[src/rtl/bin_to_bcd_seq_pkg.sv]
// Shared types and constants for the sequential binary-to-BCD converter.
// Optional build macro used by this block: BCD_SIGNED_EN (two's complement input).
package bcd_pkg;

    typedef enum logic [1:0] {
        IDLE  = 2'd0,
        SHIFT = 2'd1,
        DONE  = 2'd2
    } bcd_state_t;

    localparam int          BCD_DIGIT_W = 4;
    localparam logic [3:0]  ADJ_THRESH  = 4'd5;
    localparam logic [3:0]  ADJ_ADD     = 4'd3;

endpackage

[src/rtl/bin_to_bcd_seq_if.sv]
// Valid/ready bus between a producer/consumer and bin_to_bcd_seq.
// With BCD_SIGNED_EN defined the bus also carries out_sign.
interface bin_to_bcd_seq_if
    import bcd_pkg::*;
#(
    parameter int BIN_W  = 8,
    parameter int DIGITS = 3
);
    logic [BIN_W-1:0]              in_data;
    logic                          in_valid;
    logic                          in_ready;
    logic [BCD_DIGIT_W*DIGITS-1:0] out_bcd;
    logic                          out_overflow;
    logic                          out_valid;
    logic                          out_ready;
`ifdef BCD_SIGNED_EN
    logic                          out_sign;
`endif

    // Driver/consumer side of the converter.
    modport master (
        output in_data, in_valid, out_ready,
        input  in_ready, out_bcd, out_overflow, out_valid
`ifdef BCD_SIGNED_EN
        , input out_sign
`endif
    );

    // Converter side.
    modport slave (
        input  in_data, in_valid, out_ready,
        output in_ready, out_bcd, out_overflow, out_valid
`ifdef BCD_SIGNED_EN
        , output out_sign
`endif
    );

endinterface

[src/rtl/bin_to_bcd_seq_digit_adj.sv]
// Double-dabble correction for one BCD digit: add 3 when the digit is 5 or more,
// so the following left shift carries correctly into the next decimal digit.
module bcd_digit_adj
    import bcd_pkg::*;
(
    input  logic [BCD_DIGIT_W-1:0] din,
    output logic [BCD_DIGIT_W-1:0] dout
);

    // Conditional add-3 applied before every shift.
    always_comb begin
        dout = din;
        if (din >= ADJ_THRESH) begin
            dout = din + ADJ_ADD;
        end else begin
            dout = din;
        end
    end

endmodule

[src/rtl/bin_to_bcd_seq.sv]
// Sequential binary-to-BCD converter (double dabble, one operand bit per clock).
// Result appears BIN_W cycles after the operand is accepted; a sticky flag marks
// operands that do not fit in DIGITS decimal digits (out_bcd is then value mod 10^DIGITS).
// Optional macro BCD_SIGNED_EN: operand is two's complement, magnitude is converted
// and the sign is reported on out_sign. Latency is the same in both builds.
module bin_to_bcd_seq
    import bcd_pkg::*;
#(
    parameter int BIN_W  = 8,
    parameter int DIGITS = 3
)(
    input  logic           clk,
    input  logic           rst,
    bin_to_bcd_seq_if.slave bus
);

    localparam int ACC_W = BCD_DIGIT_W * DIGITS;
    localparam int CNT_W = $clog2(BIN_W + 1);

    bcd_state_t        state_r;
    logic [ACC_W-1:0]  acc_r;
    logic [ACC_W-1:0]  acc_adj_s;
    logic [BIN_W-1:0]  opnd_r;
    logic [BIN_W-1:0]  opnd_s;
    logic [CNT_W-1:0]  cnt_r;
    logic              ovf_r;
    logic              in_ready_r;
    logic              out_valid_r;
`ifdef BCD_SIGNED_EN
    logic              sign_r;
`endif

`ifdef BCD_SIGNED_EN
    // Magnitude of the two's complement operand; the most negative value wraps
    // to itself, which read unsigned is exactly its magnitude.
    always_comb begin
        opnd_s = bus.in_data;
        if (bus.in_data[BIN_W-1]) begin
            opnd_s = ~bus.in_data + BIN_W'(1);
        end else begin
            opnd_s = bus.in_data;
        end
    end
`else
    assign opnd_s = bus.in_data;
`endif

    // One add-3 corrector per BCD digit of the accumulator.
    for (genvar g = 0; g < DIGITS; g++) begin : g_adj
        bcd_digit_adj u_adj (
            .din  (acc_r[g*BCD_DIGIT_W +: BCD_DIGIT_W]),
            .dout (acc_adj_s[g*BCD_DIGIT_W +: BCD_DIGIT_W])
        );
    end

    // Control FSM plus datapath: accept, shift BIN_W times, hold result until taken.
    always_ff @(posedge clk or posedge rst) begin
        if (rst) begin
            state_r     <= IDLE;
            acc_r       <= '0;
            opnd_r      <= '0;
            cnt_r       <= '0;
            ovf_r       <= 1'b0;
            in_ready_r  <= 1'b1;
            out_valid_r <= 1'b0;
`ifdef BCD_SIGNED_EN
            sign_r      <= 1'b0;
`endif
        end else begin
            case (state_r)
                IDLE: begin
                    if (bus.in_valid && in_ready_r) begin
                        opnd_r     <= opnd_s;
                        acc_r      <= '0;
                        ovf_r      <= 1'b0;
                        cnt_r      <= CNT_W'(BIN_W);
                        in_ready_r <= 1'b0;
                        state_r    <= SHIFT;
`ifdef BCD_SIGNED_EN
                        sign_r     <= bus.in_data[BIN_W-1];
`endif
                    end
                end
                SHIFT: begin
                    // Corrected accumulator and operand shift left as one register;
                    // whatever leaves the top digit means the value needs more digits.
                    acc_r  <= {acc_adj_s[ACC_W-2:0], opnd_r[BIN_W-1]};
                    opnd_r <= {opnd_r[BIN_W-2:0], 1'b0};
                    ovf_r  <= ovf_r | acc_adj_s[ACC_W-1];
                    cnt_r  <= cnt_r - CNT_W'(1);
                    if (cnt_r == CNT_W'(1)) begin
                        state_r     <= DONE;
                        out_valid_r <= 1'b1;
                    end
                end
                DONE: begin
                    if (bus.out_ready) begin
                        state_r     <= IDLE;
                        out_valid_r <= 1'b0;
                        in_ready_r  <= 1'b1;
                    end
                end
                default: begin
                    state_r     <= IDLE;
                    out_valid_r <= 1'b0;
                    in_ready_r  <= 1'b1;
                end
            endcase
        end
    end

    assign bus.in_ready     = in_ready_r;
    assign bus.out_valid    = out_valid_r;
    assign bus.out_bcd      = acc_r;
    assign bus.out_overflow = ovf_r;
`ifdef BCD_SIGNED_EN
    assign bus.out_sign     = sign_r;
`endif

endmodule

[src/flat_wrapper.sv]
// flat-port wrapper written by rule: the top's interface ports become plain ports
module bin_to_bcd_seq_flat import bcd_pkg::*;
#(
    parameter int BIN_W  = 8,
    parameter int DIGITS = 3
)
  (clk, rst, bus_in_data, bus_in_valid, bus_out_ready, bus_in_ready, bus_out_bcd, bus_out_overflow, bus_out_valid);
  bin_to_bcd_seq_if #(.BIN_W(BIN_W), .DIGITS(DIGITS)) bus_i ();
  input  logic clk;
  input  logic rst;
  input wire logic [$bits(bus_i.in_data)-1:0] bus_in_data;
  input wire logic [$bits(bus_i.in_valid)-1:0] bus_in_valid;
  input wire logic [$bits(bus_i.out_ready)-1:0] bus_out_ready;
  output wire logic [$bits(bus_i.in_ready)-1:0] bus_in_ready;
  output wire logic [$bits(bus_i.out_bcd)-1:0] bus_out_bcd;
  output wire logic [$bits(bus_i.out_overflow)-1:0] bus_out_overflow;
  output wire logic [$bits(bus_i.out_valid)-1:0] bus_out_valid;
  assign bus_i.in_data = bus_in_data;
  assign bus_i.in_valid = bus_in_valid;
  assign bus_i.out_ready = bus_out_ready;
  assign bus_in_ready = bus_i.in_ready;
  assign bus_out_bcd = bus_i.out_bcd;
  assign bus_out_overflow = bus_i.out_overflow;
  assign bus_out_valid = bus_i.out_valid;
  bin_to_bcd_seq #(.BIN_W(BIN_W), .DIGITS(DIGITS)) u_core (.clk(clk), .rst(rst), .bus(bus_i));
endmodule
[config.mk]
export PLATFORM = sky130hd
export DESIGN_NAME = bin_to_bcd_seq_flat
export DESIGN_NICKNAME = d
export VERILOG_FILES = /design/src/rtl/bin_to_bcd_seq_pkg.sv /design/src/rtl/bin_to_bcd_seq_if.sv /design/src/rtl/bin_to_bcd_seq_digit_adj.sv /design/src/rtl/bin_to_bcd_seq.sv /design/src/flat_wrapper.sv
export SDC_FILE = /design/constraint.sdc
export NUM_CORES = 1
export LEC_CHECK = 0
export CORE_AREA = 5 5 61 63
export CTS_CLUSTER_DIAMETER = 200
export DETAILED_ROUTE_END_ITERATION = 10
export DIE_AREA = 0 0 66 68
export PLACE_DENSITY = 0.79
export RECOVER_POWER = 25
export SYNTH_ARGS = -nofsm -noshare
export SYNTH_HDL_FRONTEND = slang
export SYNTH_HIERARCHICAL = 1
export SYNTH_SLANG_ARGS = --single-unit
[constraint.sdc]
create_clock -name clk -period 1.7 [get_ports clk]
set_input_delay 0.34 -clock clk [delete_from_list [all_inputs] [get_ports clk]]
set_output_delay 0.34 -clock clk [all_outputs]
set_load 0.1 [all_outputs]
==> metrics.txt <==
GPL Wtd Cong between 0.8 and 0.9; MaxCap Viol Count 0; Num CTS Buffers 5; Core ar. ~3200 µm²; total number of H-tree levels 2; Mean Syn Cell Area a little under 10 µm²; Max Fclk about 620 MHz; num rows 21; initial antenna violation count 0; input/output buffers 26; commonest cells in the netlist 28 x dfrtp_1, 21 x o21ai_0, 15 x nand2_1; DRC Markers 0; Worst Clk Skew between 0.002 and 0.0025 ns; Cells after Synth 154; crit path time final about 1.6 ns; CTS sink cnt 29; max_slew headroom between 50% and 60%; post-route setup slack 0.0992 ns; CP max FO 5; Hold-fix buffers, CTS 0; Tightest Pin Transition 0.711 ns; crit start category register; largest net degree at the start of global routing 30; post-synthesis async set-or-reset flop share 100%; Final Max Tran Viols 0; DRT iter0 DRCs between 70 and 80; slowest CP cell or4_4; setup_tns 0 ns; vias roughly 1200; kind of critical path register to register; share of layout cells above drive strength 1 between 20% and 30%; Hold WC Path Type register to register; Yosys top cell area share roughly 46%; Post-Syn Area around 1500 µm²; Clock Path Buffers 2; Die H 68 µm; starting density of the core 48.1%; Tot GR Track Use 16.4%; Ports 27; Wirelength per Cell about 14 µm; Initial DRT Pass Iterations 4; fin nets ~200; Yosys top cell by area dfrtp_1; Inst Count DP around 220; Post-CTS Setup Bufs 0; CTS resizes 0; CP arrival around 1.8 ns; final worst path period share between 90% and 100%; most common flop cell mapped by yosys dfrtp_1; Via-to-Cell Ratio between 5 and 6; Worst-path clk slew 0.08 ns; Root Driver clkbuf_4; Crit. End Element register; first-pass GRT wire length between 5000 and 6000 µm; RSZ-0062 raised after global routing no; Skew-Pair Late Insertion Delay ~0.32 ns; antenna violation net count after detailed routing 0; crit path cell chain or4_4 > o21a_1 > or3_1; Die X about 66 µm; Hold Violations, Final 0; setup slack at placement -0.0564 ns; WL final between 3000 and 4000 µm; vias in the first global route roughly 1300; synth unique cells 28; register area share after synthesis between 40% and 50%; outcome finished, final reports clean; count leader, synth dfrtp_1; Layout Area Growth over Synthesis 35.9%; # diodes 0; TritonCTS clock tree yes; Post-synth EDFFs 0; CP required 1.90 ns; gr ovfl total 0; Cell Count, Final, Fillers Out between 200 and 250; synth warn 6; Die ar. between 4000 and 5000 µm²; final setup vio count 0; largest incremental delay on the critical path 0.53 ns; Seq cells post-synth 29; Detailed Place HPWL roughly 2400 µm; Post-Syn Nets ~170; top post-synthesis cells by area dfrtp_1 46%, a22o_1 7.4%, o21ai_0 6.9%
[final cells by class]
type | count | area (µm²)
sequential | 29 | 749
timing repair buffer | 32 | 453
tap | 46 | 57.6
fill | 247 | 1100
inverter | 9 | 33.8
clock buffer | 8 | 48.8
multi-input combinational | 108 | 736
[kinds of logic after synthesis]
| group | share of synthesized area (%) |
|---|---|
| XOR/XNOR | 2.29 |
| adder cells (fa/ha/maj) | 6.55 |
| AO/OA/AOI/OAI | 19.9 |
| buffers and inverters | 4.34 |
| multiplexers | 6.55 |
| AND/OR/NAND/NOR | 12.8 |
| flip-flops | 47.5 |
[routing by layer]
| layer | track usage [%] | part of all wire (%) | vias up |
|---|---|---|---|
| li1 | - | - | 594 |
| met4 | 10.9 | 2.0 | 0 |
| met5 | 0 | 0 | - |
| met1 | 17.9 | 42 | 593 |
| met2 | 28.7 | 51 | 40 |
| met3 | 3.78 | 4.5 | 9 |
[final timing paths]
kind,startpoint,end,slack (ns),cells after the start
setup / recovery,u_core/cnt_r[0],u_core/cnt_r[3],0.1,3
hold / removal,u_core/opnd_r[7],u_core/bus.out_bcd[0],0.51,1
setup reg to reg,u_core/cnt_r[0],u_core/cnt_r[3],0.1,3
hold reg to reg,u_core/opnd_r[7],u_core/bus.out_bcd[0],0.51,1
max in group asynchronous,rst,u_core/bus.out_bcd[5],0.54,3
min in group asynchronous,rst,u_core/bus.out_bcd[7],0.64,3
[through the flow]
step	instance area, µm²	hold WS [ns]	utilization [%]
5_1_grt	2080	0.538	65.4
2_1_floorplan	1550	0.417	-
3_3_place_gp	2030	0.478	63.9
6_report	2080	0.507	65.4
4_1_cts	2080	0.380	65.4
3_5_place_dp	2030	0.487	63.9
[sequential cells by signal, summed over array words and instances, names as in the netlist]
| register | count |
|---|---|
| u_core/bus.in_ready | 1 |
| u_core/bus.out_overflow | 1 |
| u_core/bus.out_bcd | 12 |
| u_core/opnd_r | 8 |
| u_core/bus.out_valid | 1 |
| u_core/cnt_r | 4 |
| u_core/state_r | 2 |
[placed cells by master, fill, tap and decap left out, types with 2 or more instances in the layout]
| master | count |
|---|---|
| buf_4 | 5 |
| inv_1 | 9 |
| nand2b_1 | 8 |
| dfrtp_1 | 19 |
| nor3_1 | 2 |
| ha_1 | 8 |
| dfrtp_2 | 6 |
| dfrtp_4 | 3 |
| nor2_1 | 7 |
| o21ai_0 | 21 |
| buf_12 | 15 |
| a21oi_1 | 4 |
| clkbuf_1 | 3 |
| nor3b_1 | 2 |
| a21oi_2 | 3 |
| mux2i_1 | 10 |
| clkdlybuf4s50_1 | 10 |
| clkbuf_4 | 5 |
| xnor2_1 | 3 |
| o21ai_1 | 3 |
| nand2_1 | 15 |
| a22o_1 | 13 |
[worst max-delay path, delay by kind of cell, from the launching register on]
kind	cells	cell delay, ns
simple gates	2	0.87
flops	1	0.43
compound gates	1	0.18
Power is left out: the tool's default activity adds up to more than one toggle a clock period on the data nets, which glitch-free logic cannot reach.
